**config.mk**
```make
export PLATFORM = sky130hd
export DESIGN_NAME = vga_timing_core
export DESIGN_NICKNAME = d
export VERILOG_FILES = /design/src/rtl/vga_timing_core.sv
export SDC_FILE = /design/constraint.sdc
export NUM_CORES = 1
export LEC_CHECK = 0
export CORE_ASPECT_RATIO = 0.9
export CORE_MARGIN = 2
export CORE_UTILIZATION = 45
export CTS_BUF_LIST = sky130_fd_sc_hd__clkbuf_16
export CTS_CLUSTER_DIAMETER = 100
export DETAILED_ROUTE_END_ITERATION = 12
export PLACE_DENSITY_LB_ADDON = 0.25
export SKIP_LAST_GASP = 1
export SLEW_MARGIN = 30
export SYNTH_ARGS = -nofsm -noshare
export SYNTH_HDL_FRONTEND = slang
export SYNTH_SLANG_ARGS = --single-unit
```
**constraint.sdc**
```tcl
create_clock -name clock_50M -period 2.6 [get_ports clock_50M]
set_input_delay 0.52 -clock clock_50M [delete_from_list [all_inputs] [get_ports clock_50M]]
set_output_delay 0.52 -clock clock_50M [all_outputs]
set_load 0.01 [all_outputs]
```
**src/rtl/vga_timing_core.sv**
```systemverilog
// vga_timing_core: single-clock timing hub for the memory-game display.
// Produces a divide-by-2 pixel clock with matching pixel-enable tick, the
// VGA raster position with sync/data-enable/frame decodes, and a slow
// square wave used to pace cursor movement. Everything runs on clock_50M.
module vga_timing_core #(
  parameter int unsigned CLK_HZ   = 50_000_000,
  parameter int unsigned SLOW_HZ  = 1,
  parameter int unsigned H_ACTIVE = 640,
  parameter int unsigned H_FP     = 16,
  parameter int unsigned H_SYNC   = 96,
  parameter int unsigned H_BP     = 48,
  parameter int unsigned V_ACTIVE = 480,
  parameter int unsigned V_FP     = 10,
  parameter int unsigned V_SYNC   = 2,
  parameter int unsigned V_BP     = 33
) (
  input  logic       clock_50M,
  input  logic       reset,
  output logic       clock_25M,
  output logic       pix_tick,
  output logic       clock_1Hz,
  output logic [9:0] sx,
  output logic [9:0] sy,
  output logic       hsync,
  output logic       vsync,
  output logic       de,
  output logic       frame
);

  localparam int unsigned H_TOTAL = H_ACTIVE + H_FP + H_SYNC + H_BP;
  localparam int unsigned V_TOTAL = V_ACTIVE + V_FP + V_SYNC + V_BP;

  localparam logic [9:0] H_LAST   = 10'(H_TOTAL - 1);
  localparam logic [9:0] H_ACT    = 10'(H_ACTIVE);
  localparam logic [9:0] HS_FIRST = 10'(H_ACTIVE + H_FP);
  localparam logic [9:0] HS_LAST  = 10'(H_ACTIVE + H_FP + H_SYNC - 1);

  localparam logic [9:0] V_LAST   = 10'(V_TOTAL - 1);
  localparam logic [9:0] V_ACT    = 10'(V_ACTIVE);
  localparam logic [9:0] VS_FIRST = 10'(V_ACTIVE + V_FP);
  localparam logic [9:0] VS_LAST  = 10'(V_ACTIVE + V_FP + V_SYNC - 1);

  // Slow counter is never narrower than 25 bits so the default 1 Hz
  // half-period (25_000_000 cycles) always fits.
  localparam int unsigned SLOW_HALF = CLK_HZ / (2 * SLOW_HZ);
  localparam int unsigned SLOW_W    = ($clog2(SLOW_HALF) > 25) ? $clog2(SLOW_HALF) : 25;
  localparam logic [SLOW_W-1:0] SLOW_LAST = SLOW_W'(SLOW_HALF - 1);

  logic [SLOW_W-1:0] slow_cnt;

  // Pixel clock: free-running toggle, starts low out of reset.
  always_ff @(posedge clock_50M) begin
    if (reset) clock_25M <= 1'b0;
    else       clock_25M <= ~clock_25M;
  end

  // Pixel enable: active on the edge that raises clock_25M.
  always_comb begin
    pix_tick = ~clock_25M;
  end

  // Raster position: advances once per pixel, wraps by compare at line/frame end.
  always_ff @(posedge clock_50M) begin
    if (reset) begin
      sx <= '0;
      sy <= '0;
    end else if (pix_tick) begin
      if (sx == H_LAST) begin
        sx <= '0;
        if (sy == V_LAST) sy <= '0;
        else              sy <= sy + 10'd1;
      end else begin
        sx <= sx + 10'd1;
      end
    end
  end

  // Slow square wave: half-period counter, output inverts on terminal count.
  always_ff @(posedge clock_50M) begin
    if (reset) begin
      slow_cnt  <= '0;
      clock_1Hz <= 1'b0;
    end else if (slow_cnt == SLOW_LAST) begin
      slow_cnt  <= '0;
      clock_1Hz <= ~clock_1Hz;
    end else begin
      slow_cnt  <= slow_cnt + SLOW_W'(1);
    end
  end

  // Raster decodes: sync pulses are active-low, frame marks start of vertical blanking.
  always_comb begin
    hsync = ~((sx >= HS_FIRST) && (sx <= HS_LAST));
    vsync = ~((sy >= VS_FIRST) && (sy <= VS_LAST));
    de    = (sx < H_ACT) && (sy < V_ACT);
    frame = (sy == V_ACT) && (sx == 10'd0);
  end

endmodule

```
==> flow_summary.json, run 1 <==
{
  "setup_repair_after_global_routing_missed_its_margin": "no",
  "r2r_slack_ns": 0.60,
  "worstPathArrival_ns": 1.97,
  "synth_simple_gate_area_share": 0.3180,
  "totalWireLength_um": 4991,
  "cts_inserted_buffers": 5,
  "drive_gt1_frac": 0.08306,
  "timing.final.crit_share": 0.9573,
  "power.leakage_nw": 1.000,
  "worst-r2r-cell-count": 4,
  "die-height_um": 72.88,
  "drtPass1Iterations": 4,
  "vdd_drop_max_uv": 243.4,
  "r2r-start": "slow_cnt[2]",
  "ys_async_sr_fraction": 0,
  "portion_of_netlist_area_occupied_by_mux_cells": 0.004747,
  "final_hold_viol_count": 0,
  "initial_core_utilization": 0.4596,
  "clock_skew_ns": 0.004070,
  "fmaxAchievable_mhz": 401.8,
  "drt_drc_violations_left": 0,
  "drt-initial-drc-count": 92,
  "num_antenna_cells": 0,
  "synthTopCellsByCount": "dfxtp_1, nor2_1, a21oi_1, nand2_1, nand3_1",
  "synth.largest_area_cell": "dfxtp_1",
  "totalNegativeSetupSlack_ns": 0,
  "cts_max_path_buffers": 2,
  "timing.final.max_slew_violations": 0,
  "yosys.cell_count.top_type": "dfxtp_1",
  "die_width_um": 80.54,
  "fp-row-count": 25,
  "syn-cell-area_um2": 2372,
  "hold_path_class": "flop to flop",
  "timing.final.ws_setup_ns": 0.1111,
  "num_io_pins": 29,
  "worstPathMaxFanout": 5,
  "postSynthCellCount": 272,
  "final-setup-viol-count": 0,
  "slew_headroom": 0.5850,
  "tritoncts": "yes",
  "synth.yosys.seq_area_share": 0.3966,
  "critPathKind": "flop to output pin",
  "post_synth.cell_area_avg_um2": 8.722,
  "cts_max_level": 2,
  "synth_adder_area_share": 0.03165,
  "totalPowerFinal_w": 0.001443,
  "nets": 308,
  "finalCriticalPeriod_ns": 2.489,
  "dr_wl_met2_um": 2285,
  "wire_length_per_cell_um": 13.56,
  "syn_nets": 280,
  "max-cap-violations": 0,
  "maximum_number_of_pins_on_one_net_before_global_route_repair": 26,
  "critical_path.reg2reg.endpoint": "slow_cnt[19]",
  "cts.repair_timing.setup_buffer_count": 0,
  "grt_first_pass_wirelength_um": 8742,
  "clock-root-buffer": "clkbuf_16",
  "detail-route-antenna-nets": 0,
  "route.vias.total": 2029,
  "dr_wl_met3_um": 151,
  "flow.area_growth_from_synthesis_pct": 19.41,
  "critPathCapture": "frame",
  "tightest_slew_ns": 0.6184,
  "ys_dominant_reg_cell": "dfxtp_1",
  "synth_compound_area_frac": 0.1145,
  "synth_largest_type_area_fraction": 0.3966,
  "clkSinkCount": 47,
  "placement.setup.worst_slack_ns": 0.1466,
  "cp-start-kind": "flop",
  "top_layer": "met4",
  "synth_enable_flop_cells": 0,
  "required_time_at_the_worst_slack_endpoint_ns": 2.08,
  "floorplan.die_area_um2": 5869,
  "startpoint": "sx[1]",
  "grt_antenna_before_repair": 0,
  "place_congestion": 0.7949,
  "core-area_um2": 5161,
  "worst_skew_pair.late_latency_ns": 0.29,
  "power.density_cell_area_nw_per_um2": 509.5,
  "grt_resource_usage_total": 0.1866,
  "worst_hold_path.num_cells": 1,
  "synth.ff_latch_count": 47,
  "yosys_warn_count": 0,
  "cts.clk_slew.worst_paths_ns": 0.06,
  "place.port_buffers": 28,
  "place.detailed.hpwl_um": 3462,
  "grt_pass1_vias": 1892,
  "drt-vias-per-instance": 5.514,
  "run_status": "completed",
  "synth_top_family_by_area": "simple AND/OR/NAND/NOR gates",
  "synth_area_in_xor_xnor": 0.08122,
  "detail_route.wirelength.met1_um": 2483,
  "grt.overflow.total": 0,
  "ys_top_cells_by_area": "dfxtp_1, xor2_1, a21oi_1",
  "worst_setup_path_end_kind": "output pin",
  "synth.lib_cells_used.distinct": 42
}
stage by stage:
step,hold WS [ns],instance area (um2),utilization,cells
global route,0.4608,2833,0.5488,368
finish,0.4499,2833,0.5488,368
global placement,0.4255,2689,0.5210,360
CTS,0.4463,2833,0.5488,368
detailed placement,0.4344,2689,0.5210,360
floorplan,0.4112,2372,-,272
what timing repair did:
item,in CTS,in global routing
setup endpoints to repair,1,0
hold buffers,0,0
resized for setup,1,0
logic make-up after synthesis:
| group | after synthesis |
|---|---|
| mux | 1 |
| compound gates | 44 |
| buf+inv | 22 |
| xor+xnor | 22 |
| flops | 47 |
| simple gates | 130 |
| fa+ha+maj | 6 |
power breakdown:
| part | internal (W) | switching (W) |
|---|---|---|
| Combinational | 0.0000346 | 0.0000364 |
| Sequential | 0.000730 | 0.00000937 |
| Clock | 0.000355 | 0.000279 |
| Total | 0.00112 | 0.000324 |
registers in the layout, summed over array words and instances (netlist names):
name       flops
clock_1Hz      1
clock_25M      1
sx            10
slow_cnt      25
sy            10
worst min path at each step:
stage,startpoint,to
2_1_floorplan,slow_cnt[0],slow_cnt[0]
3_5_place_dp,slow_cnt[0],slow_cnt[0]
6_report,slow_cnt[0],slow_cnt[0]
4_1_cts,slow_cnt[0],slow_cnt[0]
3_3_place_gp,slow_cnt[0],slow_cnt[0]
5_1_grt,slow_cnt[0],slow_cnt[0]
layout make-up:
cell class                      count  area [um2]
Clock buffer                        5       125.1
Clock inverter                      3       20.02
Fill cell                         502        2328
Inverter                            9       33.78
Multi-Input combinational cell    203        1305
Sequential cell                    47       940.9
Tap cell                           67       83.83
Timing Repair Buffer               34       324.1
routing by layer:
layer | GRT usage | vias up
met5 | 0 | -
met4 | 0.06780 | 0
met3 | 0.04084 | 7
met2 | 0.2972 | 23
met1 | 0.2498 | 953
li1 | - | 1046
cell usage in the layout (no fill, tap or decap), drive strengths merged:
| cell type | count |
|---|---|
| a311oi | 1 |
| or4 | 9 |
| ha | 6 |
| dlygate4sd2 | 1 |
| clkinv | 2 |
| nand2 | 17 |
| xnor2 | 8 |
| and4b | 2 |
| o31ai | 9 |
| mux2 | 1 |
| or3 | 11 |
| nand4 | 15 |
| nor3 | 9 |
| and3 | 10 |
| buf | 6 |
| xor2 | 14 |
| a21oi | 21 |
| clkdlybuf4s50 | 27 |
| nor4bb | 2 |
| and2 | 2 |
| or4b | 1 |
| inv | 9 |
| nor2b | 2 |
| o41ai | 1 |
| nor4 | 5 |
| clkbuf | 5 |
| and3b | 1 |
| nand3b | 1 |
| dfxtp | 47 |
| and4 | 3 |
| clkinvlp | 1 |
| o211ai | 1 |
| nor2 | 22 |
| nand3 | 17 |
| o21ai | 11 |
| nand4b | 1 |
worst max-delay path, cell delays in order, from the launching register on:
cell and delay (ns):
dfxtp_1 0.34, inv_1 0.07, ha_1 0.12, or4b_2 0.58
nor3_1 0.13, and3_1 0.17, dlygate4sd2_1 0.27
(Power assumes the default switching activity.)
==> run 2, diff against run 1 <==
--- a/config.mk
+++ b/config.mk
@@ -5,6 +5,7 @@
 export SDC_FILE = /design/constraint.sdc
 export NUM_CORES = 1
 export LEC_CHECK = 0
+export CAP_MARGIN = 20
 export CORE_ASPECT_RATIO = 0.9
 export CORE_MARGIN = 2
 export CORE_UTILIZATION = 45
@@ -12,6 +13,7 @@
 export CTS_CLUSTER_DIAMETER = 100
 export DETAILED_ROUTE_END_ITERATION = 12
 export PLACE_DENSITY_LB_ADDON = 0.25
+export SETUP_SLACK_MARGIN = 0.05
 export SKIP_LAST_GASP = 1
 export SLEW_MARGIN = 30
 export SYNTH_ARGS = -nofsm -noshare
==> flow_summary.json, run 2 (synthesized netlist as in run 1, its figures left out) <==
{
  "run_status": "completed",
  "critPathKind": "flop to output pin",
  "tightest_slew_ns": 0.6185,
  "initial_core_utilization": 0.4596,
  "cts_max_level": 2,
  "fillerInstances": 502,
  "cts_inserted_buffers": 5,
  "totalNegativeSetupSlack_ns": 0,
  "worstPathArrival_ns": 1.86,
  "globalRouteMet2Util": 0.2972,
  "fmaxAchievable_mhz": 420.0,
  "global_route.usage.met3": 0.04084,
  "setup_repair_after_global_routing_missed_its_margin": "no",
  "clock_skew_ns": 0.004196,
  "nets": 308,
  "drt-initial-drc-count": 92,
  "die-height_um": 72.88,
  "final-setup-viol-count": 0,
  "drive_gt1_frac": 0.08638,
  "totalPowerFinal_w": 0.001443,
  "tritoncts": "yes",
  "fp-row-count": 25,
  "core-area_um2": 5161,
  "drtPass1Iterations": 4,
  "grt.busiest_layer": "met2",
  "totalWireLength_um": 4990,
  "power.density_cell_area_nw_per_um2": 510.2,
  "place_congestion": 0.7949,
  "power.leakage_nw": 0.9967,
  "max_ffs_per_register": 25,
  "clkSinkCount": 47,
  "largest_registers": "slow_cnt: 25 flops, sx: 10 flops, sy: 10 flops",
  "cts_hold_buf": 0,
  "die_width_um": 80.54,
  "grt_resource_usage_total": 0.1866,
  "grt.overflow.total": 0,
  "num_io_pins": 29,
  "finalCriticalPeriod_ns": 2.381,
  "worstPathMaxFanout": 7,
  "route.vias.total": 2025,
  "highest_delay_cell_along_the_critical_path": "clkdlybuf4s50_1",
  "place.detailed.hpwl_um": 3462,
  "cp-start-kind": "flop",
  "timing.final.crit_share": 0.9157,
  "clock-root-buffer": "clkbuf_16",
  "worst_setup_path_end_kind": "output pin",
  "final_hold_viol_count": 0,
  "timing.final.max_slew_violations": 0,
  "num_antenna_cells": 0,
  "slew_headroom": 0.5849,
  "cts_max_path_buffers": 2,
  "cts.repair_timing.setup_buffer_count": 0,
  "cpPeakStageDelay_ns": 0.51,
  "floorplan.die_area_um2": 5869,
  "grt_first_pass_wirelength_um": 8742,
  "layout_common_cells": "dfxtp_1, clkdlybuf4s50_1, nor2_1",
  "drt-vias-per-instance": 5.503,
  "max-cap-violations": 0,
  "mostFrequentLayoutCell": "dfxtp_1",
  "drt_drc_violations_left": 0,
  "crit_path_cell_trace": "nand4_1 -> nor4_1 -> o211ai_1 -> clkdlybuf4s50_1",
  "vdd_drop_max_uv": 243.6,
  "maximum_number_of_pins_on_one_net_before_global_route_repair": 26,
  "wire_length_per_cell_um": 13.56,
  "hold_path_class": "flop to flop",
  "place.port_buffers": 28,
  "grt_pass1_vias": 1892,
  "worst_skew_pair.late_latency_ns": 0.29,
  "grt_antenna_before_repair": 0,
  "groute.layer.met1.usage": 0.2498,
  "flow.area_growth_from_synthesis_pct": 19.25,
  "cts.clk_slew.worst_paths_ns": 0.06,
  "most_flop_heavy_register": "slow_cnt",
  "detail-route-antenna-nets": 0,
  "required_time_at_the_worst_slack_endpoint_ns": 2.08
}
==> run 2: critical path: cells and delay by family, from the launching register on <==
kind / cells / cell delay [ns]
AOI/OAI and AO/OA: 1 / 0.16
buffers and inverters: 1 / 0.51
DFF: 1 / 0.42
and+or+nand+nor: 2 / 0.49
==> run 2: through the flow <==
| stage | instances | setup slack (ns) | area (um2) | hold slack, ns | utilization |
|---|---|---|---|---|---|
| 2_1_floorplan | 272 | 0.6405 | 2372 | 0.4112 | - |
| 4_1_cts | 368 | 0.09094 | 2833 | 0.4463 | 0.5488 |
| 5_1_grt | 368 | 0.1031 | 2829 | 0.4608 | 0.5481 |
| 3_5_place_dp | 360 | 0.1466 | 2689 | 0.4344 | 0.5210 |
| 6_report | 368 | 0.2193 | 2829 | 0.4499 | 0.5481 |
| 3_3_place_gp | 360 | 0.1467 | 2689 | 0.4255 | 0.5210 |
==> run 2: layout make-up <==
cell class / instances / area [um2] / share of cell area
clock inverters: 3 / 20.02 / 0.007077
well taps: 67 / 83.83 / 0.02963
repair buffers: 34 / 320.3 / 0.1132
inverters: 9 / 33.78 / 0.01194
flip-flops and latches: 47 / 940.9 / 0.3326
clock buffers: 5 / 125.1 / 0.04423
multi-input cells: 203 / 1305 / 0.4613
==> run 2: final timing paths <==
| check | start | to | slack (ns) | cells after the start |
|---|---|---|---|---|
| setup / recovery | sy[6] | vsync | 0.22 | 4 |
| hold / removal | slow_cnt[0] | slow_cnt[0] | 0.45 | 1 |
| setup reg to reg | slow_cnt[2] | slow_cnt[19] | 0.60 | 4 |
| hold reg to reg | slow_cnt[0] | slow_cnt[0] | 0.45 | 1 |
==> run 2: layer usage <==
layer | wire length, um | part of all wire
met4 | 72 | 0.014
met1 | 2481 | 0.50
met5 | 0 | 0
met3 | 145 | 0.029
met2 | 2290 | 0.46
==> run 2: report_power, final <==
part,internal [W],total (W),switching [W]
Combinational,0.0000346,0.0000710,0.0000364
Sequential,0.000730,0.000739,0.00000936
Clock,0.000355,0.000633,0.000279
Total,0.00112,0.00144,0.000324
==> run 2: timing repair <==
item	in CTS	in global routing
resized for setup	1	2
setup endpoints to repair	1	1
endpoints found under the hold margin	0	0
